==> src/rtl/pd_speed_regulator.sv <==
// ============================================================================
// Module   : pd_speed_regulator
// Brief    : Sampled PD speed controller driving an edge-aligned PWM output.
//            Optional duty slew limiting is enabled by the PD_SLEW_LIMIT_EN macro.
// Revision : 1.0 - initial release
// ============================================================================
`default_nettype none

module pd_speed_regulator #(
    parameter int DUTY_W    = 8,
    parameter int SHIFT     = 2,
    parameter int SLEW_STEP = 8
) (
    input  logic              clk,
    input  logic              rst_n,
    input  logic              sample_en,
    input  logic [9:0]        target_vel,
    input  logic [9:0]        current_vel,
    input  logic [3:0]        Kp,
    input  logic [3:0]        Kd,
    output logic              busy,
    output logic [DUTY_W-1:0] duty,
    output logic              duty_valid,
    output logic              sat_flag,
    output logic              pwm_out
);

    typedef enum logic [1:0] {
        S_IDLE    = 2'd0,
        S_CAPTURE = 2'd1,
        S_MULT    = 2'd2,
        S_SUM     = 2'd3
    } state_t;

    localparam logic signed [17:0] c_duty_max = 18'(2 ** DUTY_W - 1);
    localparam logic [DUTY_W-1:0]  c_cnt_max  = {DUTY_W{1'b1}};

    state_t                    r_state;
    state_t                    w_state_next;
    logic                      w_busy;

    logic [9:0]                r_tgt;
    logic [9:0]                r_cur;
    logic [3:0]                r_kp;
    logic [3:0]                r_kd;
    logic signed [10:0]        r_e;
    logic signed [11:0]        r_de;
    logic signed [10:0]        r_prev;
    logic signed [15:0]        r_p;
    logic signed [16:0]        r_d;
    logic [DUTY_W-1:0]         r_duty;
    logic                      r_duty_valid;
    logic                      r_sat;
    logic [DUTY_W-1:0]         r_cnt;
    logic [DUTY_W-1:0]         r_active;
    logic                      r_pwm;

    logic signed [10:0]        w_e;
    logic signed [11:0]        w_de;
    logic signed [15:0]        w_kp_ext;
    logic signed [15:0]        w_e_ext;
    logic signed [15:0]        w_p;
    logic signed [16:0]        w_kd_ext;
    logic signed [16:0]        w_de_ext;
    logic signed [16:0]        w_d;
    logic signed [17:0]        w_sum;
    logic signed [17:0]        w_s;
    logic [DUTY_W-1:0]         w_clamp;
    logic                      w_clamp_sat;
    logic [DUTY_W-1:0]         w_duty_next;
    logic                      w_sat_next;

    // ---------------- control FSM ----------------
    always_ff @(posedge clk or negedge rst_n) begin
        if (!rst_n) r_state <= S_IDLE;
        else        r_state <= w_state_next;
    end

    always_comb begin
        w_state_next = r_state;
        w_busy       = 1'b0;
        case (r_state)
            S_IDLE:    if (sample_en) w_state_next = S_CAPTURE;
            S_CAPTURE: begin w_busy = 1'b1; w_state_next = S_MULT; end
            S_MULT:    begin w_busy = 1'b1; w_state_next = S_SUM;  end
            S_SUM:     begin w_busy = 1'b1; w_state_next = S_IDLE; end
            default:   w_state_next = S_IDLE;
        endcase
    end

    // ---------------- arithmetic ----------------
    assign w_e      = $signed({1'b0, r_tgt}) - $signed({1'b0, r_cur});
    assign w_de     = $signed({w_e[10], w_e}) - $signed({r_prev[10], r_prev});
    // Gains are unsigned: zero-extend before the signed multiply.
    assign w_kp_ext = {12'd0, r_kp};
    assign w_e_ext  = {{5{r_e[10]}}, r_e};
    assign w_p      = w_kp_ext * w_e_ext;
    assign w_kd_ext = {13'd0, r_kd};
    assign w_de_ext = {{5{r_de[11]}}, r_de};
    assign w_d      = w_kd_ext * w_de_ext;
    assign w_sum    = {{2{r_p[15]}}, r_p} + {r_d[16], r_d};
    assign w_s      = w_sum >>> SHIFT;

    always_comb begin
        w_clamp     = w_s[DUTY_W-1:0];
        w_clamp_sat = 1'b0;
        if (w_s < 0) begin
            w_clamp     = '0;
            w_clamp_sat = 1'b1;
        end else if (w_s > c_duty_max) begin
            w_clamp     = {DUTY_W{1'b1}};
            w_clamp_sat = 1'b1;
        end
    end

`ifdef PD_SLEW_LIMIT_EN
    localparam logic [DUTY_W:0] c_step = (DUTY_W + 1)'(SLEW_STEP);

    always_comb begin : g_slew_limit
        w_duty_next = w_clamp;
        w_sat_next  = w_clamp_sat;
        if ({1'b0, w_clamp} > {1'b0, r_duty} + c_step) begin
            w_duty_next = r_duty + c_step[DUTY_W-1:0];
            w_sat_next  = 1'b1;
        end else if ({1'b0, w_clamp} + c_step < {1'b0, r_duty}) begin
            w_duty_next = r_duty - c_step[DUTY_W-1:0];
            w_sat_next  = 1'b1;
        end
    end
`else
    always_comb begin : g_no_slew
        w_duty_next = w_clamp;
        w_sat_next  = w_clamp_sat;
    end
`endif

    // ---------------- datapath registers ----------------
    always_ff @(posedge clk or negedge rst_n) begin
        if (!rst_n) begin
            r_tgt        <= '0;
            r_cur        <= '0;
            r_kp         <= '0;
            r_kd         <= '0;
            r_e          <= '0;
            r_de         <= '0;
            r_prev       <= '0;
            r_p          <= '0;
            r_d          <= '0;
            r_duty       <= '0;
            r_duty_valid <= 1'b0;
            r_sat        <= 1'b0;
        end else begin
            r_duty_valid <= 1'b0;
            case (r_state)
                S_IDLE: begin
                    if (sample_en) begin
                        r_tgt <= target_vel;
                        r_cur <= current_vel;
                        r_kp  <= Kp;
                        r_kd  <= Kd;
                    end
                end
                S_CAPTURE: begin
                    r_e    <= w_e;
                    r_de   <= w_de;
                    r_prev <= w_e;
                end
                S_MULT: begin
                    r_p <= w_p;
                    r_d <= w_d;
                end
                S_SUM: begin
                    r_duty       <= w_duty_next;
                    r_sat        <= w_sat_next;
                    r_duty_valid <= 1'b1;
                end
                default: ;
            endcase
        end
    end

    // ---------------- PWM: shadow duty loads only at the period boundary ----------------
    always_ff @(posedge clk or negedge rst_n) begin
        if (!rst_n) begin
            r_cnt    <= '0;
            r_active <= '0;
            r_pwm    <= 1'b0;
        end else begin
            r_cnt <= r_cnt + DUTY_W'(1);
            if (r_cnt == c_cnt_max) r_active <= r_duty;
            r_pwm <= (r_cnt < r_active);
        end
    end

    assign busy       = w_busy;
    assign duty       = r_duty;
    assign duty_valid = r_duty_valid;
    assign sat_flag   = r_sat;
    assign pwm_out    = r_pwm;

endmodule

`default_nettype wire

==> config.mk <==
export PLATFORM = sky130hd
export DESIGN_NAME = pd_speed_regulator
export DESIGN_NICKNAME = d
export VERILOG_FILES = /design/src/rtl/pd_speed_regulator.sv
export SDC_FILE = /design/constraint.sdc
export NUM_CORES = 1
export LEC_CHECK = 0
export ABC_AREA = 0
export CELL_PAD_IN_SITES_DETAIL_PLACEMENT = 1
export CELL_PAD_IN_SITES_GLOBAL_PLACEMENT = 1
export CORE_UTILIZATION = 51
export DETAILED_ROUTE_END_ITERATION = 8
export PLACE_DENSITY_LB_ADDON = 0.12
export SYNTH_ARGS = -nofsm -noshare
export SYNTH_HDL_FRONTEND = slang
export SYNTH_SLANG_ARGS = --single-unit
export TNS_END_PERCENT = 10
==> constraint.sdc <==
create_clock -name clk -period 9.4 [get_ports clk]
set_clock_uncertainty 0.15 [all_clocks]
set_input_delay 0.94 -clock clk [delete_from_list [all_inputs] [get_ports clk]]
set_output_delay 0.94 -clock clk [all_outputs]
set_load 0.1 [all_outputs]
---- Word-level counts from Yosys, hierarchy flattened ----
Cells that the tools add are included.
storage, ports and cells
  input port bits ......................... 31
  register bits after elaboration ......... 113
  logic and storage cells ................. 40
operators by class
  $mul .................................... 2
  $lt $le $gt $ge ......................... 3
  add/subtract/negate cells ............... 4
  eq/ne operators ......................... 5
  multiplexer cells ....................... 8
  reduce and logical (&&, ||, !) cells .... 3
operators by type and width
  cell                   count
  $add A16 B17 Y18       1
  $mul A5 B12 Y17        1
  $gt A16 B9 Y1 const B  1
  $lt A16 B1 Y1 const B  1
  $mul A5 B11 Y16        1
  $mux W8                2
  $sub A11 B11 Y12       1
  $sub A10 B10 Y11       1
  $add A8 B1 Y8 const B  1
  $eq A8 B8 Y1 const B   1
  $lt A8 B8 Y1           1
  $pmux W2 S4            1
  $eq A2 B2 Y1 const B   2
  $mux W1                4
  $reduce_or A3 Y1       1
  $eq A2 B1 Y1 const B   1
  $logic_not A2 Y1       1
  $mux W2                1
  $ne A2 B2 Y1 const B   1
  $reduce_and A2 Y1      1

---- Longest topological paths before layout ----
  word-level depth ........................ 4
  mapped depth ............................ 19

---- Worst setup path after synthesis ----
OpenSTA, ideal clock, no wires.
  kind .................................... reg-to-reg
  from .................................... reg r_kd[2]
  to ...................................... reg r_d[16]
  data arrival time ....................... 3.996 ns
  setup slack ............................. 5.117 ns
  cell stages (with the launch flop) ...... 18
  required time ........................... 9.114 ns
  clock period less this slack ............ 4.283 ns
  buffers on the path ..................... 1
  cell sequence ........................... dfrtp_1 -> clkbuf_1 -> and2_1 -> ha_1 -> inv_1 -> fa_1 -> fa_1 -> inv_1 -> ha_1 -> a21o_1 -> a21oi_2 -> o21ai_2 -> o41ai_4 -> o21ai_2 -> or4_1 -> a31oi_1 -> xnor2_1 -> a21oi_1
on the way
  longest elaborated chain between the ends .. 1
ends and longest elaborated chain
  element                 line  text
  from (decl)             45    logic [3:0] r_kd;
  from (signal assigned)  160   r_kd <= Kd;
  $mul A5 B12 Y17         100   assign w_d = w_kd_ext * w_de_ext;
  to (signal assigned)    170   r_d <= w_d;
  to (decl)               50    logic signed [16:0] r_d;
No other way between the ends.
A chain may end at the register's enable or synchronous reset.

---- Worst setup path in the final report ----
Same ends and word-level chain as after synthesis.

==> results_dict.tcl <==
set metrics [dict create \
    status "completed" \
    via_count 6605 \
    antenna_found_initial 0 \
    drv_slew 0 \
    timing.final.crit_period_ns 4.54 \
    synth_top_cell_by_area "dfrtp_1" \
    critical_path.startpoint "r_kd[2]" \
    crit_type "reg -> reg" \
    tightest_slew_ns 0.974 \
    fmax_ghz 0.220 \
    syn_area_sq_mm 0.00935 \
    finalNonFillerCells 1248 \
    grt_max_degree 58 \
    arrival_ns 4.67 \
    drt_iter0_markers 206 \
    r2r_start "r_kd[2]" \
    layout.nets 1199 \
    async_flop_share 1.00 \
    place_inst 1216 \
    ys_types 56 \
    synth_seq_cells 113 \
    synth_top_area_share 0.302 \
    hp-start "r_cnt[0]" \
    regArea_sq_mm 0.00283 \
    die_area_sq_mm 0.0189 \
    setup_tns_ns 0 \
    cts_tree "done" \
    clock_latency_ns 0.42 \
    hpwl_microns 15700 \
    postLayoutCellArea_sq_mm 0.0106 \
    cts.sinks 113 \
    via_per_inst 5.29 \
    synth_edf_count 0 \
    numCtsBuffers 17 \
    synth_ff_type "dfrtp_1" \
    hold_class "reg -> reg" \
    clk_pin_slew_worst_paths_ns 0.05 \
    hold_viol 0 \
    crit_fanout 13 \
    crit_path_end_kind "register" \
    initial_core_util 0.520 \
    root_buffer "clkbuf_16" \
    portBuffers 42 \
    hold_ws_ns 0.342 \
    grt_usage 0.240 \
    layout-drive-gt1-share 0.114 \
    diodes 0 \
    synthTopCellsByArea "dfrtp_1 (30%), ha_1 (15%), fa_1 (11%)" \
    cts_max_level 4 \
    cts_resized 0 \
    avgRoutedWirePerCell_microns 16.4 \
    drc 0 \
    grt_pass1_vias 7230 \
    place_area_sq_mm 0.00997 \
    io_pins 43 \
    syn_area_per_cell_sq_um 9.71 \
    ys_seq_area_frac 0.302 \
    setup_viol_count_final 0 \
    synthesis.instances 963 \
    multiInputGateArea_sq_mm 0.00582 \
    relSlewSlack 0.348 \
    ant_nets 0 \
    cts_setup_buffers 0 \
    drtPass1Iterations 4 \
    die_y_microns 137 \
    syn_nets 1156 \
    core_area_sq_mm 0.0180 \
    grt_pass1_wl_microns 34700 \
    ctsHoldBuffers 0 \
    cp.required_ns 9.53 \
    yosys_warnings 0 \
    start_kind "register" \
    rsz0062_at_grt "no" \
    die_x_microns 137 \
    overflow 0 \
    fillers 2038 \
    routed_wirelength_microns 20500 \
    gp_congestion 0.785 \
    cap_violations 0 \
    period_share 0.483 \
    area_delta_synth_final_pct 13.1 \
    clk_path_buf_depth 2 \
    rows 49 \
]
synth_stat cells (all sizes together) (6+ instances only):
| master | instances |
|---|---|
| inv | 158 |
| dfrtp | 113 |
| ha | 112 |
| mux2 | 64 |
| nand2 | 64 |
| and2 | 63 |
| fa | 50 |
| a21oi | 48 |
| xnor2 | 46 |
| nor2 | 45 |
| o21ai | 36 |
| clkbuf | 20 |
| nand3 | 13 |
| xor2 | 13 |
| a21o | 12 |
| nand2b | 12 |
| nor2b | 12 |
| nor3 | 9 |
| o21bai | 8 |
| a31oi | 6 |
| and3 | 6 |
| o21a | 6 |
critical path, stage by stage, from the launching register on:
cell and delay [ns]:
dfrtp_1 0.50, and2_1 0.20, ha_1 0.28, inv_1 0.06, fa_1 0.50, fa_1 0.54
inv_1 0.04, ha_1 0.33, a21o_1 0.21, a21oi_2 0.20, o21ai_2 0.11, o41ai_4 0.29
o21ai_2 0.13, or4_1 0.41, a31oi_1 0.22, xnor2_1 0.16, a21oi_1 0.09
cells by family (layout without fill, tap and decap cells):
kind of cell / after synthesis / count (layout) / share of synthesized area
muxes: 64 / 64 / 0.0771
DFF: 113 / 113 / 0.302
adders and majority gates: 162 / 162 / 0.257
buffers and inverters: 180 / 236 / 0.0753
and+or+nand+nor: 240 / 240 / 0.131
xor gates and xnor gates: 59 / 59 / 0.0553
AOI/OAI and AO/OA: 145 / 145 / 0.102
state kept, by name (all words and copies together), names as in the netlist:
| name | cells |
|---|---|
| duty | 8 |
| sat_flag | 1 |
| r_kp | 4 |
| r_cnt | 8 |
| r_de | 12 |
| duty_valid | 1 |
| r_cur | 10 |
| pwm_out | 1 |
| r_active | 8 |
| r_prev | 11 |
| r_p | 16 |
| r_kd | 4 |
| r_tgt | 10 |
| r_state | 2 |
| r_d | 17 |
through the flow:
stage	utilization	setup WS, ns
floorplan	-	5.12
global placement	0.555	5.01
detailed placement	0.555	4.84
CTS	0.589	4.83
global route	0.589	4.55
finish	0.589	4.86
worst paths after layout:
check,end,slack (ns),cells after the start
worst max-delay path,r_d[16],4.86,16
worst max register to register,r_d[16],4.86,16
min in group asynchronous,r_cnt[4],0.43,1
max in group asynchronous,r_d[1],7.41,2
worst min register to register,r_cnt[0],0.34,1
worst min-delay path,r_cnt[0],0.34,1
per-layer routing:
metal	track usage	vias up	routed length (microns)
met3	0.0412	16	440
li1	-	3230	-
met2	0.439	67	11000
met5	0	-	0
met4	0.0763	0	269
met1	0.282	3292	8800
layout by cell type (no fill, tap or decap), types with 6 or more instances in the layout:
cell	count
clkbuf_16	17
and2_1	63
o21bai_1	8
inv_1	158
o21a_1	6
nor2_1	45
a21o_1	12
nand2_1	64
xor2_1	13
fa_1	50
nor3_1	9
nand3_1	13
nor2b_1	11
ha_1	112
o21ai_0	32
a21oi_1	47
clkdlybuf4s50_1	41
xnor2_1	46
clkinvlp_4	6
mux2_2	64
nand2b_1	12
dfrtp_1	113
layout make-up:
type                       instances  area share
multi-input combinational        670       0.550
timing repair buffer              46      0.0424
tap                              229      0.0271
inverter                         158      0.0561
clock buffer                      20      0.0422
clock inverter                    12      0.0149
sequential                       113       0.267
Power is left out: the tool's default activity adds up to more than one toggle a clock period on the data nets, which glitch-free logic cannot reach.
